<file path="src/rtl/sevenseg_scan_encoder_pkg.sv">
// Shared definitions for the seven-segment scan encoder: segment patterns,
// FSM states and the select-line validity check.
package sevenseg_scan_encoder_pkg;

    // Widest select bus supported; narrower buses are padded with inactive (high) bits.
    localparam int unsigned MAX_DIGITS = 8;

    // Active-low segment patterns {g,f,e,d,c,b,a} for each hex value.
    localparam logic [6:0] SEG_0 = 7'b1000000;
    localparam logic [6:0] SEG_1 = 7'b1111001;
    localparam logic [6:0] SEG_2 = 7'b0100100;
    localparam logic [6:0] SEG_3 = 7'b0110000;
    localparam logic [6:0] SEG_4 = 7'b0011001;
    localparam logic [6:0] SEG_5 = 7'b0010010;
    localparam logic [6:0] SEG_6 = 7'b0000010;
    localparam logic [6:0] SEG_7 = 7'b1111000;
    localparam logic [6:0] SEG_8 = 7'b0000000;
    localparam logic [6:0] SEG_9 = 7'b0010000;
    localparam logic [6:0] SEG_A = 7'b0001000;
    localparam logic [6:0] SEG_B = 7'b0000011;
    localparam logic [6:0] SEG_C = 7'b1000110;
    localparam logic [6:0] SEG_D = 7'b0100001;
    localparam logic [6:0] SEG_E = 7'b0000110;
    localparam logic [6:0] SEG_F = 7'b0001110;

    typedef enum logic [1:0] {
        WAIT_SEL = 2'd0,
        SETTLE   = 2'd1,
        HELD     = 2'd2
    } state_t;

    // True when exactly one select line is driven low.
    function automatic logic one_hot_low(input logic [MAX_DIGITS-1:0] an);
        int unsigned zeros;
        zeros = 0;
        for (int unsigned i = 0; i < MAX_DIGITS; i++) begin
            if (!an[i]) zeros++;
        end
        return (zeros == 1);
    endfunction

endpackage

</file>
<file path="src/rtl/sevenseg_scan_encoder_if.sv">
// Display-side inputs and frame-side handshake of the scan encoder.
// The encoder is the frame source (master); the consumer/stimulus side is the slave.
interface sevenseg_scan_encoder_if #(
    parameter int unsigned NUM_DIGITS = 4
);
    logic [NUM_DIGITS-1:0]   an_in;
    logic [6:0]              seg_in;
    logic [4*NUM_DIGITS-1:0] frame_hex;
    logic [NUM_DIGITS-1:0]   frame_err;
    logic                    frame_valid;
    logic                    frame_ready;
    logic                    overrun;

    modport master (
        input  an_in, seg_in, frame_ready,
        output frame_hex, frame_err, frame_valid, overrun
    );

    modport slave (
        output an_in, seg_in, frame_ready,
        input  frame_hex, frame_err, frame_valid, overrun
    );
endinterface

</file>
<file path="src/rtl/sevenseg_pattern_encoder.sv">
// Combinational decode of an active-low segment pattern back to its hex value.
module sevenseg_pattern_encoder
    import sevenseg_scan_encoder_pkg::*;
(
    input  logic [6:0] seg,
    output logic [3:0] hex,
    output logic       err
);

    // Table lookup; any pattern outside the table is flagged as an error.
    always_comb begin
        hex = '0;
        err = 1'b0;
        case (seg)
            SEG_0: hex = 4'h0;
            SEG_1: hex = 4'h1;
            SEG_2: hex = 4'h2;
            SEG_3: hex = 4'h3;
            SEG_4: hex = 4'h4;
            SEG_5: hex = 4'h5;
            SEG_6: hex = 4'h6;
            SEG_7: hex = 4'h7;
            SEG_8: hex = 4'h8;
            SEG_9: hex = 4'h9;
            SEG_A: hex = 4'hA;
            SEG_B: hex = 4'hB;
            SEG_C: hex = 4'hC;
            SEG_D: hex = 4'hD;
            SEG_E: hex = 4'hE;
            SEG_F: hex = 4'hF;
            default: err = 1'b1;
        endcase
    end

endmodule

</file>
<file path="src/rtl/sevenseg_scan_encoder.sv">
// Seven-segment scan receiver: waits for each selected digit to settle, decodes it
// into a working frame and hands complete frames out over valid/ready.
module sevenseg_scan_encoder
    import sevenseg_scan_encoder_pkg::*;
#(
    parameter int unsigned NUM_DIGITS    = 4,
    parameter int unsigned STABLE_CYCLES = 8,
    parameter int unsigned CNT_W         = 4
)(
    input  logic clk,
    input  logic reset,
    sevenseg_scan_encoder_if.master bus
);

    localparam logic [CNT_W-1:0] STABLE_CNT = CNT_W'(STABLE_CYCLES);
    localparam logic [CNT_W-1:0] CNT_ONE    = CNT_W'(1);

    state_t                  state;
    logic [CNT_W-1:0]        cnt;
    logic [CNT_W-1:0]        cnt_inc;
    logic [NUM_DIGITS-1:0]   held_an;
    logic [6:0]              held_seg;
    logic [NUM_DIGITS-1:0]   mask;
    logic [NUM_DIGITS-1:0]   mask_next;
    logic [NUM_DIGITS-1:0]   work_err;
    logic [4*NUM_DIGITS-1:0] work_hex;
    logic [MAX_DIGITS-1:0]   an_pad;
    logic                    sel_ok;
    logic                    same;
    logic                    restart;
    logic                    capture;
    logic                    mask_full;
    logic [3:0]              enc_hex;
    logic                    enc_err;

    sevenseg_pattern_encoder u_enc (
        .seg (bus.seg_in),
        .hex (enc_hex),
        .err (enc_err)
    );

    // WAIT_SEL and a change seen in SETTLE/HELD share one restart path; capture fires
    // either on a restart (only when one cycle is enough) or when the count reaches the target.
    always_comb begin
        an_pad                 = '1;
        an_pad[NUM_DIGITS-1:0] = bus.an_in;
        sel_ok    = one_hot_low(an_pad);
        same      = (bus.an_in == held_an) && (bus.seg_in == held_seg);
        cnt_inc   = cnt + CNT_ONE;
        restart   = (state == WAIT_SEL) || !same;
        capture   = 1'b0;
        if (restart) begin
            capture = sel_ok && (STABLE_CYCLES == 1);
        end else if (state == SETTLE) begin
            capture = (cnt_inc == STABLE_CNT);
        end
        mask_full = &mask;
        mask_next = (mask_full ? '0 : mask) | (~bus.an_in & {NUM_DIGITS{capture}});
    end

    // Stability FSM: track the current {an_in,seg_in} and count identical cycles.
    always_ff @(posedge clk or posedge reset) begin
        if (reset) begin
            state    <= WAIT_SEL;
            cnt      <= '0;
            held_an  <= '0;
            held_seg <= '0;
        end else if (restart) begin
            if (sel_ok) begin
                cnt      <= CNT_ONE;
                held_an  <= bus.an_in;
                held_seg <= bus.seg_in;
                state    <= capture ? HELD : SETTLE;
            end else begin
                cnt   <= '0;
                state <= WAIT_SEL;
            end
        end else if (state == SETTLE) begin
            cnt <= cnt_inc;
            if (capture) state <= HELD;
        end
    end

    // Working frame: decode captured digits, track which digits have been seen.
    always_ff @(posedge clk or posedge reset) begin
        if (reset) begin
            mask     <= '0;
            work_hex <= '0;
            work_err <= '0;
        end else begin
            mask <= mask_next;
            for (int unsigned d = 0; d < NUM_DIGITS; d++) begin
                if (capture && !bus.an_in[d]) begin
                    if (!enc_err) work_hex[4*d +: 4] <= enc_hex;
                    work_err[d] <= enc_err;
                end
            end
        end
    end

    // Frame output: load a completed frame unless the previous one is still unaccepted.
    always_ff @(posedge clk or posedge reset) begin
        if (reset) begin
            bus.frame_hex   <= '0;
            bus.frame_err   <= '0;
            bus.frame_valid <= 1'b0;
            bus.overrun     <= 1'b0;
        end else if (mask_full) begin
            if (bus.frame_valid && !bus.frame_ready) begin
                bus.overrun <= 1'b1;
            end else begin
                bus.frame_hex   <= work_hex;
                bus.frame_err   <= work_err;
                bus.frame_valid <= 1'b1;
            end
        end else if (bus.frame_valid && bus.frame_ready) begin
            bus.frame_valid <= 1'b0;
        end
    end

endmodule

</file>
<file path="src/flat_wrapper.sv">
// flat-port wrapper written by rule: the top's interface ports become plain ports
module sevenseg_scan_encoder_flat import sevenseg_scan_encoder_pkg::*;
#(
    parameter int unsigned NUM_DIGITS    = 4,
    parameter int unsigned STABLE_CYCLES = 8,
    parameter int unsigned CNT_W         = 4
)
  (clk, reset, bus_an_in, bus_seg_in, bus_frame_ready, bus_frame_hex, bus_frame_err, bus_frame_valid, bus_overrun);
  sevenseg_scan_encoder_if #(.NUM_DIGITS(NUM_DIGITS)) bus_i ();
  input  logic clk;
  input  logic reset;
  input wire logic [$bits(bus_i.an_in)-1:0] bus_an_in;
  input wire logic [$bits(bus_i.seg_in)-1:0] bus_seg_in;
  input wire logic [$bits(bus_i.frame_ready)-1:0] bus_frame_ready;
  output wire logic [$bits(bus_i.frame_hex)-1:0] bus_frame_hex;
  output wire logic [$bits(bus_i.frame_err)-1:0] bus_frame_err;
  output wire logic [$bits(bus_i.frame_valid)-1:0] bus_frame_valid;
  output wire logic [$bits(bus_i.overrun)-1:0] bus_overrun;
  assign bus_i.an_in = bus_an_in;
  assign bus_i.seg_in = bus_seg_in;
  assign bus_i.frame_ready = bus_frame_ready;
  assign bus_frame_hex = bus_i.frame_hex;
  assign bus_frame_err = bus_i.frame_err;
  assign bus_frame_valid = bus_i.frame_valid;
  assign bus_overrun = bus_i.overrun;
  sevenseg_scan_encoder #(.NUM_DIGITS(NUM_DIGITS), .STABLE_CYCLES(STABLE_CYCLES), .CNT_W(CNT_W)) u_core (.clk(clk), .reset(reset), .bus(bus_i));
endmodule
</file>
<file path="config.mk">
export PLATFORM = sky130hd
export DESIGN_NAME = sevenseg_scan_encoder_flat
export DESIGN_NICKNAME = d
export VERILOG_FILES = /design/src/rtl/sevenseg_scan_encoder_pkg.sv /design/src/rtl/sevenseg_scan_encoder_if.sv /design/src/rtl/sevenseg_pattern_encoder.sv /design/src/rtl/sevenseg_scan_encoder.sv /design/src/flat_wrapper.sv
export SDC_FILE = /design/constraint.sdc
export NUM_CORES = 1
export LEC_CHECK = 0
export ABC_AREA = 0
export ABC_CLOCK_PERIOD_IN_PS = 3200
export BUFFER_PORTS_ARGS = -buffer_cell sky130_fd_sc_hd__buf_2
export CAP_MARGIN = 20
export CORE_ASPECT_RATIO = 1.5
export CORE_MARGIN = 2
export CORE_UTILIZATION = 30
export DETAILED_ROUTE_END_ITERATION = 6
export HOLD_SLACK_MARGIN = 0.05
export PLACE_DENSITY_LB_ADDON = 0.05
export SLEW_MARGIN = 20
export SYNTH_ARGS = -nofsm -noshare
export SYNTH_HDL_FRONTEND = slang
export SYNTH_SLANG_ARGS = --single-unit
</file>
<file path="constraint.sdc">
create_clock -name clk -period 3.2 [get_ports clk]
set_input_delay 0.32 -clock clk [delete_from_list [all_inputs] [get_ports clk]]
set_output_delay 0.32 -clock clk [all_outputs]
set_load 0.03 [all_outputs]
</file>
Yosys cells after proc, flatten, opt, wreduce, memory -nomap -nowiden
Index checks and enable logic that the tools add are counted.

cells by class
  add/sub/neg operators = 4
  mux-type cells = 20
  bitwise operators = 4
  equal/unequal tests = 21
  reductions and logical operators = 30

operator list
  operator               count
  $mux 32                3
  $add 32x1->32 const B  2
  $pmux 4 s15            1
  $eq 32x1->1 const B    1
  $eq 7x7->1 const B     4
  $eq 7x5->1 const B     3
  $eq 7x6->1 const B     3
  $reduce_or 16->1       1
  $eq 7x2->1 const B     2
  $eq 7x4->1 const B     2
  $reduce_and 2->1       7
  $mux 4                 3
  $mux 2                 5
  $reduce_and 5->1       2
  $mux 1                 8
  $eq 7x3->1 const B     1
  $eq 7x7->1             1
  $logic_and 1x1->1      7
  $logic_not 7->1        1
  $logic_not 1->1        6
  $reduce_bool 2->1      3
  $add 4x1->4 const B    1
  $and 4x4->4            1
  $eq 4x4->1             1
  10 further kinds       10

storage, ports and cells
  input bits = 14
  word-level logic and storage cells = 96
  flip-flop bits (word level) = 63
  output and inout port bits = 22

Longest topological paths before layout
Gate-level depths: netlist of run 1.

  depth after elaboration = 10
  depth in mapped cells = 11
  mapped depth without buffers = 10

Cells and area by module
Synthesis of run 1 repeated with hierarchy kept, for this count alone.

unflattened totals
  cell total of the unflattened synthesis = 256
  area total of the unflattened synthesis = 3,204.3 um2

by module, submodules not included
  module                    cells an instance  area an instance (um2)  times used
  sevenseg_scan_encoder     193                2,822.7                 1
  sevenseg_pattern_encoder  63                 381.6                   1

Worst setup path before layout of run 1
Ideal clock, no wire load.

  path type = flip-flop to flip-flop
  start point = register u_core.held_an[2]
  end point = register u_core.work_hex[0]
  setup slack = 1.019 ns
  arrival = 2.055 ns
  required time = 3.075 ns
  setup time = 0.125 ns
  cell stages (with the launch flop) = 8
  cells stage by stage = dfrtp_1 > xnor2_4 > o2111ai_1 > or3_1 > buf_6 > or2_4 > nor3_4 > mux2_4

between the ends
  longest elaborated chain between the ends = 7

ends and longest elaborated chain
  element                            line                         source
  from (decl)                        sevenseg_scan_encoder.sv:21  logic [NUM_DIGITS-1:0] held_an;
  from (signal assigned)             sevenseg_scan_encoder.sv:71  held_an <= bus.an_in;
  $eq 4x4->1                         sevenseg_scan_encoder.sv:48  same = (bus.an_in == held_an) && (bus.seg_in == held_seg);
  $logic_and 1x1->1                  sevenseg_scan_encoder.sv:48
  $logic_not 1->1                    sevenseg_scan_encoder.sv:50  restart = (state == WAIT_SEL) || !same;
  $logic_or 1x1->1                   sevenseg_scan_encoder.sv:50
  $mux 1                             sevenseg_scan_encoder.sv:52  if (restart) begin
  $logic_and 1x1->1                  sevenseg_scan_encoder.sv:93  if (capture && !bus.an_in[d]) begin
  $reduce_and 2->1 (no source line)  -
  to (signal, indexed assignment)    sevenseg_scan_encoder.sv:94  if (!enc_err) work_hex[4*d +: 4] <= enc_hex;
  to (decl)                          sevenseg_scan_encoder.sv:26  logic [4*NUM_DIGITS-1:0] work_hex;

Every way passes these cells.
A chain may end at the register's enable or synchronous reset.

Final worst setup path of run 1
  start point = register u_core.held_seg[1]
  end point = register u_core.work_hex[14]

between the ends
  longest elaborated chain between the ends = 7

ends and longest elaborated chain
  element                            line                         source
  from (decl)                        sevenseg_scan_encoder.sv:22  logic [6:0] held_seg;
  from (signal assigned)             sevenseg_scan_encoder.sv:72  held_seg <= bus.seg_in;
  $eq 7x7->1                         sevenseg_scan_encoder.sv:48
  $logic_and 1x1->1                  sevenseg_scan_encoder.sv:48
  $logic_not 1->1                    sevenseg_scan_encoder.sv:50
  $logic_or 1x1->1                   sevenseg_scan_encoder.sv:50
  $mux 1                             sevenseg_scan_encoder.sv:52
  $logic_and 1x1->1                  sevenseg_scan_encoder.sv:93
  $reduce_and 2->1 (no source line)  -

Every way passes these cells.

==> metrics.md, run 1 <==
| Metric | Value |
|---|---|
| Routed length on met3 | `approximately 180 µm` |
| Placed cells | `~430` |
| Crit path DAT | `between 2 and 3 ns` |
| Input/output buffers | `35` |
| # diodes | `0` |
| WL per Instance | `about 15 µm` |
| H-tree depth | `3` |
| Worst slew pin tran | `a little over 0.8 ns` |
| Fin cells | `around 450` |
| Chip height | `between 100 and 150 µm` |
| Post-Syn Area per Cell | `approximately 12 µm²` |
| TritonCTS clock tree | `done` |
| Final Max Tran Viols | `0` |
| CP Data Required Time | `between 3 and 4 ns` |
| Area of the core | `roughly 10000 µm²` |
| Layout cells sized above 1 | `37.3%` |
| Mapped Area | `3200 µm²` |
| CTS sink count | `63` |
| DR iter-0 viols | `63` |
| Detail Route Antenna Nets | `0` |
| Minimum clock period | `~2.5 ns` |
| Crit end category | `register` |
| Clk_skew | `approximately 0.0048 ns` |
| Die footprint | `11500 µm²` |
| Synth top area share | `roughly 49%` |
| Max cap viols | `0` |
| Leakage Power | `around 1.8 nW` |
| Most common cell in the netlist | `dfrtp_1` |
| HPWL after DPL | `4770 µm` |
| FF+latch count, synth | `63` |
| Total GRT Usage | `between 10% and 20%` |
| Worst min path class | `input pin to asynchronous set/reset pin` |
| Grt ovf | `0` |
| Die width | `88.3 µm` |
| Crit path cell chain | `xnor2_1, nand4_1, or3_1, or2_4, nor3_4, mux2_4` |
| R2R setup slack | `0.74 ns` |
| Syn Inst Count | `264` |
| Max FO, Critical Path | `10` |
| Synth area leader | `dfrtp_1` |
| Most used DFF post-synth | `dfrtp_1` |
| RSZ-0062 raised after global routing | `no` |
| Clk slew on worst S/H paths | `about 0.050 ns` |
| CP max stage delay | `about 0.56 ns` |
| Power Dens Cells | `approximately 600 nW/µm²` |
| Post-CTS Setup Repair Bufs | `0` |
| Final Hold Viols | `0` |
| Async SR Flop Fraction | `100%` |
| Syn Nets | `283` |
| Largest net degree at the start of global routing | `64` |
| Seq/Total Area, Yosys | `between 40% and 50%` |
| Final core occ | `a little over a third` |
| FF-to-FF path depth | `6` |
| VDD IR max | `0.297 mV` |
| Routed WL | `a little under 7000 µm` |
| DRC viols | `0` |
| Crit-path slowest cell | `or3_1` |
| Initial Util | `between 30% and 40%` |
| DR top layer | `met4` |
| Ports | `36` |
| Met1 Wirelength | `about 3000 µm` |
| DR WL met2 | `roughly 3400 µm` |
| Post-route cell area | `between 3000 and 4000 µm²` |
| First-pass GRT wire length | `~11000 µm` |
| Worst slew margin | `45.9%` |
| Status | `completed` |
| Endpoints failing setup | `0` |
| Crit path kind | `register to register` |
| Clock Latency Late Sink | `0.33 ns` |
| CP startpoint kind | `register` |
| CTS-repair resized insts | `0` |
| # rows | `46` |
| # nets final | `about 320` |
| Post-DP Area | `around 3500 µm²` |
| CTS Root Cell | `clkbuf_16` |
| RePlAce Congestion | `0.735` |
| Yosys warns | `0` |
| Vias per cell | `roughly 4.8` |
| R2r startpoint | `u_core.held_seg[1]` |
| Synth area leaders | `dfrtp_1 (49%), mux2_2 (13%), xnor2_1 (4.1%), mux2_4 (2.8%), ha_1 (2.0%)` |
| CTS Buf Count | `9` |
| Vias in the first global route | `about 2000` |
| Max frequency | `a little over 400 MHz` |
| Initial antenna violation count | `0` |
| Vias | `2129` |
| Cts hold-fix bufs | `0` |
| Synth top cells by count | `dfrtp_1 (63), mux2_2 (37), xnor2_1 (15)` |
| Setup TNS | `0 ns` |
| Post-synth EDFFs | `0` |
| Syn-to-layout area delta | `19.0%` |
| Maximum root-to-sink buffer count | `2` |
| Netlist cell types | `57` |
| Reg2Reg Capture Point | `u_core.work_hex[14]` |
| Period Utilization, post-route | `between 70% and 80%` |
| DR pass1 iterations | `5` |
layout by cell type (no fill, tap or decap), drive strengths merged, types with 2 or more instances in the layout:
cell	instances
ha	5
or3	3
a21oi	3
a31oi	2
nor2	11
o211ai	3
clkbuf	13
a22o	2
o22ai	2
or2	2
a22oi	2
inv	10
buf	39
mux2	43
nor3	11
dfrtp	63
a21o	4
o32a	2
nor2b	4
a2bb2oi	2
o21ai	5
nand2	12
xor2	2
mux2i	3
nand2b	4
nor4	2
or4b	2
nand4	10
bufinv	2
or4	2
xnor2	16
per-layer routing:
metal,track usage [%],up-vias
met3,3.08,13
met5,0,-
met2,20.5,44
met4,5.88,0
li1,-,1025
met1,16.7,1047
worst max-delay path by stage:
stage                          end          startpoint  slack [ns]  cells past startpoint
5_1_grt        u_core.work_hex[14]  u_core.held_seg[1]        0.59                      6
3_3_place_gp   u_core.work_hex[15]       bus_seg_in[1]        0.55                      7
3_5_place_dp   u_core.work_hex[14]       bus_seg_in[1]        0.55                      7
2_1_floorplan   u_core.work_hex[0]   u_core.held_an[2]        1.02                      7
4_1_cts        u_core.work_hex[14]  u_core.held_seg[1]        0.69                      6
6_report       u_core.work_hex[14]  u_core.held_seg[1]        0.74                      6
logic make-up (layout without fill, tap and decap cells):
| kind of cell | Yosys count | count (layout) | synth area share (%) |
|---|---|---|---|
| fa+ha+maj | 5 | 5 | 1.96 |
| xor+xnor | 18 | 18 | 5.51 |
| buf+inv | 26 | 65 | 4.46 |
| simple gates | 73 | 73 | 14.3 |
| compound gates | 33 | 33 | 7.70 |
| flops | 63 | 63 | 49.3 |
| mux | 46 | 46 | 16.8 |
power breakdown:
group / switching [mW] / internal (mW)
registers: 0.0499 / 0.862
logic: 0.147 / 0.142
clock network: 0.340 / 0.723
worst max-delay path: cells and delay by family (launching register included):
| kind | cells | cell delay, ns |
|---|---|---|
| xor gates and xnor gates | 1 | 0.26 |
| DFF | 1 | 0.38 |
| muxes | 1 | 0.33 |
| and+or+nand+nor | 4 | 1.37 |
through the flow:
step / hold slack (ns) / worst slack, ns / total power, mW
2_1_floorplan: 0.439 / 1.02 / 1.15
3_3_place_gp: 0.461 / 0.548 / 1.22
3_5_place_dp: 0.462 / 0.553 / 1.22
4_1_cts: 0.276 / 0.690 / 2.30
5_1_grt: 0.331 / 0.592 / 2.37
6_report: 0.240 / 0.739 / 2.26
flip-flops by register name (all words and copies together), names as in the netlist:
name	flops
u_core.work_err	4
u_core.held_seg	7
u_core.work_hex	16
u_core.bus.overrun	1
u_core.cnt	4
u_core.held_an	4
u_core.state	2
u_core.bus.frame_hex	16
u_core.mask	4
u_core.bus.frame_err	4
u_core.bus.frame_valid	1
layout make-up:
class | instances | area [µm²]
tap | 144 | 180
clock buffer | 13 | 260
sequential | 63 | 1580
timing repair buffer | 39 | 205
inverter | 10 | 37.5
fill | 1076 | 6670
clock inverter | 3 | 65.1
multi-input combinational | 175 | 1480
No activity file was read; power rests on OpenSTA's default activity.
==> run 2, diff against run 1 <==
Settings changed: ABC_CLOCK_PERIOD_IN_PS 3200 to 2500.
Clock period 3.2 ns to 2.5 ns, I/O delays scaled along.
==> run 2 against run 1 <==
Compared with the run above: sequential power increased by 27%; fmax increased by 3.4%; sequential share of layout area decreased by 2.1 points; via count increased by 2.0%; flip-flop and latch count unchanged; die area unchanged; clock skew decreased by 0.00050 ns; first-iteration DRC count increased by 29%; non-clock buffer count increased by 22; clock power increased by 30%; wire length increased by 3.4%; largest power group unchanged.
==> metrics.md, run 2 (same netlist as run 1, synthesis figures left out) <==
| Metric | Value |
|---|---|
| Storage cell area | `1580 µm² (unchanged)` |
| Max cap viols | `0 (unchanged)` |
| Final Max Tran Viols | `0 (unchanged)` |
| Post-CTS Setup Repair Bufs | `0 (unchanged)` |
| TritonCTS clock tree | `done (unchanged)` |
| Status | `completed (unchanged)` |
| Worst Hold Path Cells | `3` |
| Worst slew margin | `55.1% (was 45.9%)` |
| CTS-repair resized insts | `0 (unchanged)` |
| Syn-to-layout area delta | `25.3% (was 19.0%)` |
| DRC viols | `0 (unchanged)` |
| CP max stage delay | `0.49 ns (was 0.56 ns)` |
| Top flop regs | `u_core.bus.frame_hex: 16 flops, u_core.work_hex: 16 flops, u_core.held_seg: 7 flops (unchanged)` |
| CP Data Required Time | `2.72 ns (was 3.41 ns)` |
| R2r startpoint | `u_core.held_seg[1] (unchanged)` |
| Crit path DAT | `2.60 ns (was 2.67 ns)` |
| Ports | `36 (unchanged)` |
| Crit path kind | `register to register (unchanged)` |
| Grt ovf | `0 (unchanged)` |
| CTS sink count | `63 (unchanged)` |
| CTS Root Cell | `clkbuf_16 (unchanged)` |
| Initial Util | `30.5% (unchanged)` |
| Area of the core | `10500 µm² (unchanged)` |
| Initial antenna violation count | `0 (unchanged)` |
| RSZ-0062 raised after global routing | `no (unchanged)` |
| Crit-path slowest cell | `or3_1 (unchanged)` |
| Maximum root-to-sink buffer count | `2 (unchanged)` |
| Die footprint | `11500 µm² (unchanged)` |
| Fin cells | `469 (was 447)` |
| Die width | `88.3 µm (unchanged)` |
| Max frequency | `420 MHz (was 406 MHz)` |
| Crit path cell chain | `xnor2_1, nand4_1, or3_1, or2_4, nor3_4, buf_12, mux2_4 (was xnor2_1, nand4_1, or3_1, or2_4, nor3_4, mux2_4)` |
| Vias in the first global route | `2171 (was 2020)` |
| Leakage Power | `1.91 nW (was 1.80 nW)` |
| Hold Crit Start | `bus_frame_ready` |
| Reg2Reg Capture Point | `u_core.work_hex[14] (unchanged)` |
| Clk slew on worst S/H paths | `0.05 ns (about the same)` |
| Vias | `2172 (was 2129)` |
| # rows | `46 (unchanged)` |
| Total GRT Usage | `13.5% (was 13.0%)` |
| Power Dens Cells | `735 nW/µm² (was 595 nW/µm²)` |
| DR pass1 iterations | `4 (was 5)` |
| Endpoints failing setup | `0 (unchanged)` |
| VDD IR max | `0.350 mV (was 0.297 mV)` |
| Worst slew pin tran | `0.673 ns (was 0.811 ns)` |
| Cts hold-fix bufs | `1 (was 0)` |
| CP startpoint kind | `register (unchanged)` |
| Input/output buffers | `35 (unchanged)` |
| Largest net degree at the start of global routing | `35 (was 64)` |
| Area of the multi-input gates | `1480 µm² (unchanged)` |
| Layout cells sized above 1 | `41.8% (was 37.3%)` |
| HPWL after DPL | `5140 µm (was 4770 µm)` |
| Vias per cell | `4.63 (was 4.76)` |
| Final Hold Viols | `0 (unchanged)` |
| Minimum clock period | `2.38 ns (was 2.46 ns)` |
| Clock Latency Late Sink | `0.33 ns (about the same)` |
| Period Utilization, post-route | `95.2% (was 76.9%)` |
| H-tree depth | `3 (unchanged)` |
| Detail Route Antenna Nets | `0 (unchanged)` |
| Fillcell total | `1069 (was 1076)` |
| Routed WL | `6970 µm (was 6740 µm)` |
| # nets final | `339 (was 317)` |
| Placed cells | `452 (was 431)` |
| R2R setup slack | `0.12 ns (was 0.74 ns)` |
| Commonest non-fill, non-tap cells in the layout | `dfrtp_1 (63), mux2_2 (37), buf_2 (35) (unchanged)` |
| Hold path endpoint | `u_core.bus.frame_valid` |
| Worst min path class | `input pin to register (was input pin to asynchronous set/reset pin)` |
| First-pass GRT wire length | `11700 µm (was 11100 µm)` |
| Setup TNS | `0 ns (unchanged)` |
| CTS Buf Count | `9 (unchanged)` |
| Chip height | `130 µm (unchanged)` |
| Clk_skew | `0.00427 ns (was 0.00477 ns)` |
| Most common cell after layout, fill and taps aside | `dfrtp_1 (unchanged)` |
| RePlAce Congestion | `0.758 (was 0.735)` |
| FF-to-FF path depth | `7 (was 6)` |
| DR iter-0 viols | `81 (was 63)` |
| Crit end category | `register (unchanged)` |
| WL per Instance | `14.9 µm (was 15.1 µm)` |
| # diodes | `0 (unchanged)` |
| Max FO, Critical Path | `7 (was 10)` |
## run 2: stage by stage
step	instance area [µm²]	power, mW	worst slack, ns	utilization (%)	hold WS [ns]
after floorplan	3200	1.48	0.319	-	0.400
after global placement	3660	1.59	0.0726	35.0	0.413
after detailed placement	3660	1.59	0.0551	35.0	0.399
after CTS	4010	3.00	0.114	38.3	0.221
after global routing	4010	3.08	0.0213	38.3	0.264
final	4010	2.95	0.120	38.3	0.240
## run 2: worst max-delay path, delay by kind of cell, from the launching register on
kind / cells / cell delay [ns]
muxes: 1 / 0.29
DFF: 1 / 0.38
and+or+nand+nor: 4 / 1.16
xor gates and xnor gates: 1 / 0.29
buffers and inverters: 1 / 0.14
## run 2: cell type report
type | instances | share of cell area [%]
Clock inverter | 5 | 2.00
Inverter | 10 | 0.937
Multi-Input combinational cell | 175 | 37.0
Sequential cell | 63 | 39.3
Clock buffer | 11 | 6.31
Tap cell | 144 | 4.50
Timing Repair Buffer | 61 | 9.93
## run 2: report_power, final
part	internal (mW)	switching, mW	leakage, nW
combinational	0.203	0.197	0.922
sequential	1.10	0.0620	0.833
clock	0.924	0.456	0.158
## run 2: how the worst max path moves through the flow
stage / endpoint / cells past startpoint / startpoint
after floorplan: u_core.work_hex[0] / 7 / u_core.held_an[2]
after global placement: u_core.held_seg[1] / 10 / bus_an_in[0]
after detailed placement: u_core.held_seg[1] / 10 / bus_an_in[0]
after CTS: u_core.work_hex[14] / 7 / u_core.held_seg[1]
after global routing: u_core.work_hex[3] / 6 / u_core.held_seg[1]
final: u_core.work_hex[14] / 7 / u_core.held_seg[1]
## run 2: metal layers
metal  share of wire, %  vias up  routed length, µm  global-route usage [%]
li1                   -     1073                  -                       -
met1                 44     1054               3080                    16.8
met5                  0        -                  0                       0
met3                2.4       12                166                    1.88
met2                 51       33               3540                    22.2
met4                2.8        0                192                    7.49
==> run 3, diff against run 2 <==
Settings changed: ABC_CLOCK_PERIOD_IN_PS 2500 to 2900.
Clock period 2.5 ns to 2.9 ns, I/O delays scaled along.
==> run 3 against run 2 <==
Compared with the run above: final cell count fell by 4.1%; fmax fell by 1.8%; combinational power fell by 20%; clock-buffer cell count did not move; setup slack improved by 0.36 ns; flip-flop and latch count did not move; clock power fell by 14%; global-route usage fell by 0.42 points; clock skew rose by 0.00071 ns; critical endpoint unchanged.
==> metrics.md, run 3 (same netlist as run 1, synthesis figures left out) <==
| Metric | Value |
|---|---|
| Initial Util | `30.5% (unchanged)` |
| DR iter-0 viols | `54 (was 81)` |
| Commonest non-fill, non-tap cells in the layout | `dfrtp_1 (63), mux2_2 (37), buf_2 (35) (unchanged)` |
| Power Dens Cells | `656 nW/µm² (was 735 nW/µm²)` |
| Sw frac | `24.2% (was 24.3%)` |
| DR pass1 iterations | `4 (unchanged)` |
| Layout cells sized above 1 | `38.6% (was 41.8%)` |
| Detail Route Antenna Nets | `0 (unchanged)` |
| Setup ws final | `0.476 ns (was 0.120 ns)` |
| H-tree depth | `3 (unchanged)` |
| # rows | `46 (unchanged)` |
| CTS Root Cell | `clkbuf_16 (unchanged)` |
| Clk slew on worst S/H paths | `0.06 ns (was 0.05 ns)` |
| Vias per cell | `4.70 (was 4.63)` |
| Crit end category | `register (unchanged)` |
| Area of the multi-input gates | `1480 µm² (unchanged)` |
| Largest net degree at the start of global routing | `49 (was 35)` |
| Area of the core | `10500 µm² (unchanged)` |
| Top delay family on crit path | `simple AND/OR/NAND/NOR gates (unchanged)` |
| Initial antenna violation count | `0 (unchanged)` |
| HPWL after DPL | `4970 µm (was 5140 µm)` |
| Total GRT Usage | `13.0% (was 13.5%)` |
| RePlAce Congestion | `0.748 (was 0.758)` |
| Top flop regs | `u_core.bus.frame_hex: 16 flops, u_core.work_hex: 16 flops, u_core.held_seg: 7 flops (unchanged)` |
| Cts hold-fix bufs | `0 (was 1)` |
| Final Max Tran Viols | `0 (unchanged)` |
| Cell Int Power | `1.91 mW (was 2.23 mW)` |
| Flop pwr share | `39.9% (was 39.5%)` |
| Crit path buf inv count | `0 (was 1)` |
| Crit-path slowest cell | `or3_1 (unchanged)` |
| TritonCTS clock tree | `done (unchanged)` |
| Fillcell total | `1082 (was 1069)` |
| Storage cell area | `1580 µm² (unchanged)` |
| Ports | `36 (unchanged)` |
| Max FO, Critical Path | `10 (was 7)` |
| Clock group share of total power | `47.3% (was 46.9%)` |
| Fin cells | `450 (was 469)` |
| Crit path kind | `register to register (unchanged)` |
| Syn-to-layout area delta | `20.0% (was 25.3%)` |
| # nets final | `320 (was 339)` |
| Die footprint | `11500 µm² (unchanged)` |
| Maximum root-to-sink buffer count | `2 (unchanged)` |
| Crit path cell chain | `xnor2_4, o2111ai_1, or3_1, or2_4, nor3_4, mux2_4 (was xnor2_1, nand4_1, or3_1, or2_4, nor3_4, buf_12, mux2_4)` |
| Final Hold Viols | `0 (unchanged)` |
| WL per Instance | `15.1 µm (was 14.9 µm)` |
| Input/output buffers | `35 (unchanged)` |
| VDD IR max | `0.308 mV (was 0.350 mV)` |
| Routed WL | `6800 µm (was 6970 µm)` |
| CTS sink count | `63 (unchanged)` |
| Place WS | `0.335 ns (was 0.0551 ns)` |
| Placed cells | `434 (was 452)` |
| Setup TNS | `0 ns (unchanged)` |
| Status | `completed (unchanged)` |
| Endpoints failing setup | `0 (unchanged)` |
| Tot Pwr | `2.52 mW (was 2.95 mW)` |
| CTS-repair resized insts | `0 (unchanged)` |
| Switching power | `610 µW (was 715 µW)` |
| Most common cell after layout, fill and taps aside | `dfrtp_1 (unchanged)` |
| DRC viols | `0 (unchanged)` |
| CP Data Required Time | `3.12 ns (was 2.72 ns)` |
| Worst slew margin | `43.6% (was 55.1%)` |
| Comb pwr share | `12.8% (was 13.6%)` |
| CP max stage delay | `0.57 ns (was 0.49 ns)` |
| First-pass GRT wire length | `11400 µm (was 11700 µm)` |
| Grt ovf | `0 (unchanged)` |
| Clk_skew | `0.00498 ns (was 0.00427 ns)` |
| Clock Latency Late Sink | `0.33 ns (about the same)` |
| Period Utilization, post-route | `83.6% (was 95.2%)` |
| Die width | `88.3 µm (unchanged)` |
| CP startpoint kind | `register (unchanged)` |
| # diodes | `0 (unchanged)` |
| Leakage Power | `1.82 nW (was 1.91 nW)` |
| Chip height | `130 µm (unchanged)` |
| Max frequency | `413 MHz (was 420 MHz)` |
| Worst slew pin tran | `0.845 ns (was 0.673 ns)` |
| Worst min path class | `input pin to asynchronous set/reset pin (was input pin to register)` |
| Vias | `2117 (was 2172)` |
| Crit path DAT | `2.64 ns (was 2.60 ns)` |
| CTS Buf Count | `9 (unchanged)` |
| Post-CTS Setup Repair Bufs | `0 (unchanged)` |
| Max cap viols | `0 (unchanged)` |
| Vias in the first global route | `2145 (was 2171)` |
| Minimum clock period | `2.42 ns (was 2.38 ns)` |
| RSZ-0062 raised after global routing | `no (unchanged)` |
run 3: cell count changes in the layout (fill, tap and decap cells not counted):
cell           delta
buf_4            -16
buf_12            -2
clkinv_2          +1
dlygate4sd3_1     -1
inv_2             -1
run 3: per-stage QoR:
stage               hold WS (ns)  utilization (%)  instance area (µm²)
floorplan                  0.439                -                 3200
global placement           0.463             33.5                 3500
detailed placement         0.462             33.5                 3500
CTS                        0.254             36.6                 3840
global route               0.155             36.6                 3840
finish                     0.101             36.6                 3840
run 3: routing by layer:
metal,vias to the layer above,share of wire [%],GRT usage (%)
met1,1039,45,16.4
met2,36,49,20.6
met4,0,2.6,5.88
met5,-,0,0
li1,1031,-,-
met3,11,3.0,3.77
run 3: power groups by stage:
stage	logic [mW]	clock network [mW]	registers (mW)
after floorplan	0.264	0	1.01
after global placement	0.331	0	1.02
after detailed placement	0.331	0	1.02
after CTS	0.331	1.23	1.01
after global routing	0.365	1.27	1.01
final	0.322	1.19	1.01
run 3: final timing paths:
kind | from | end | slack [ns] | cells after the start
worst max-delay path | u_core.held_an[2] | u_core.work_hex[14] | 0.48 | 6
worst min-delay path | reset | u_core.bus.frame_err[3] | 0.10 | 2
worst max register to register | u_core.held_an[2] | u_core.work_hex[14] | 0.48 | 6
worst min register to register | u_core.mask[3] | u_core.mask[3] | 0.47 | 2
max in group asynchronous | reset | u_core.held_seg[2] | 2.15 | 3
min in group clk | bus_frame_ready | u_core.bus.frame_valid | 0.27 | 3
run 3: final cells by class:
type | count | area share (%)
inverters | 10 | 1.01
repair buffers | 42 | 5.93
clock buffers | 11 | 6.58
well taps | 144 | 4.69
clock inverters | 5 | 2.09
multi-input cells | 175 | 38.6
flip-flops and latches | 63 | 41.1
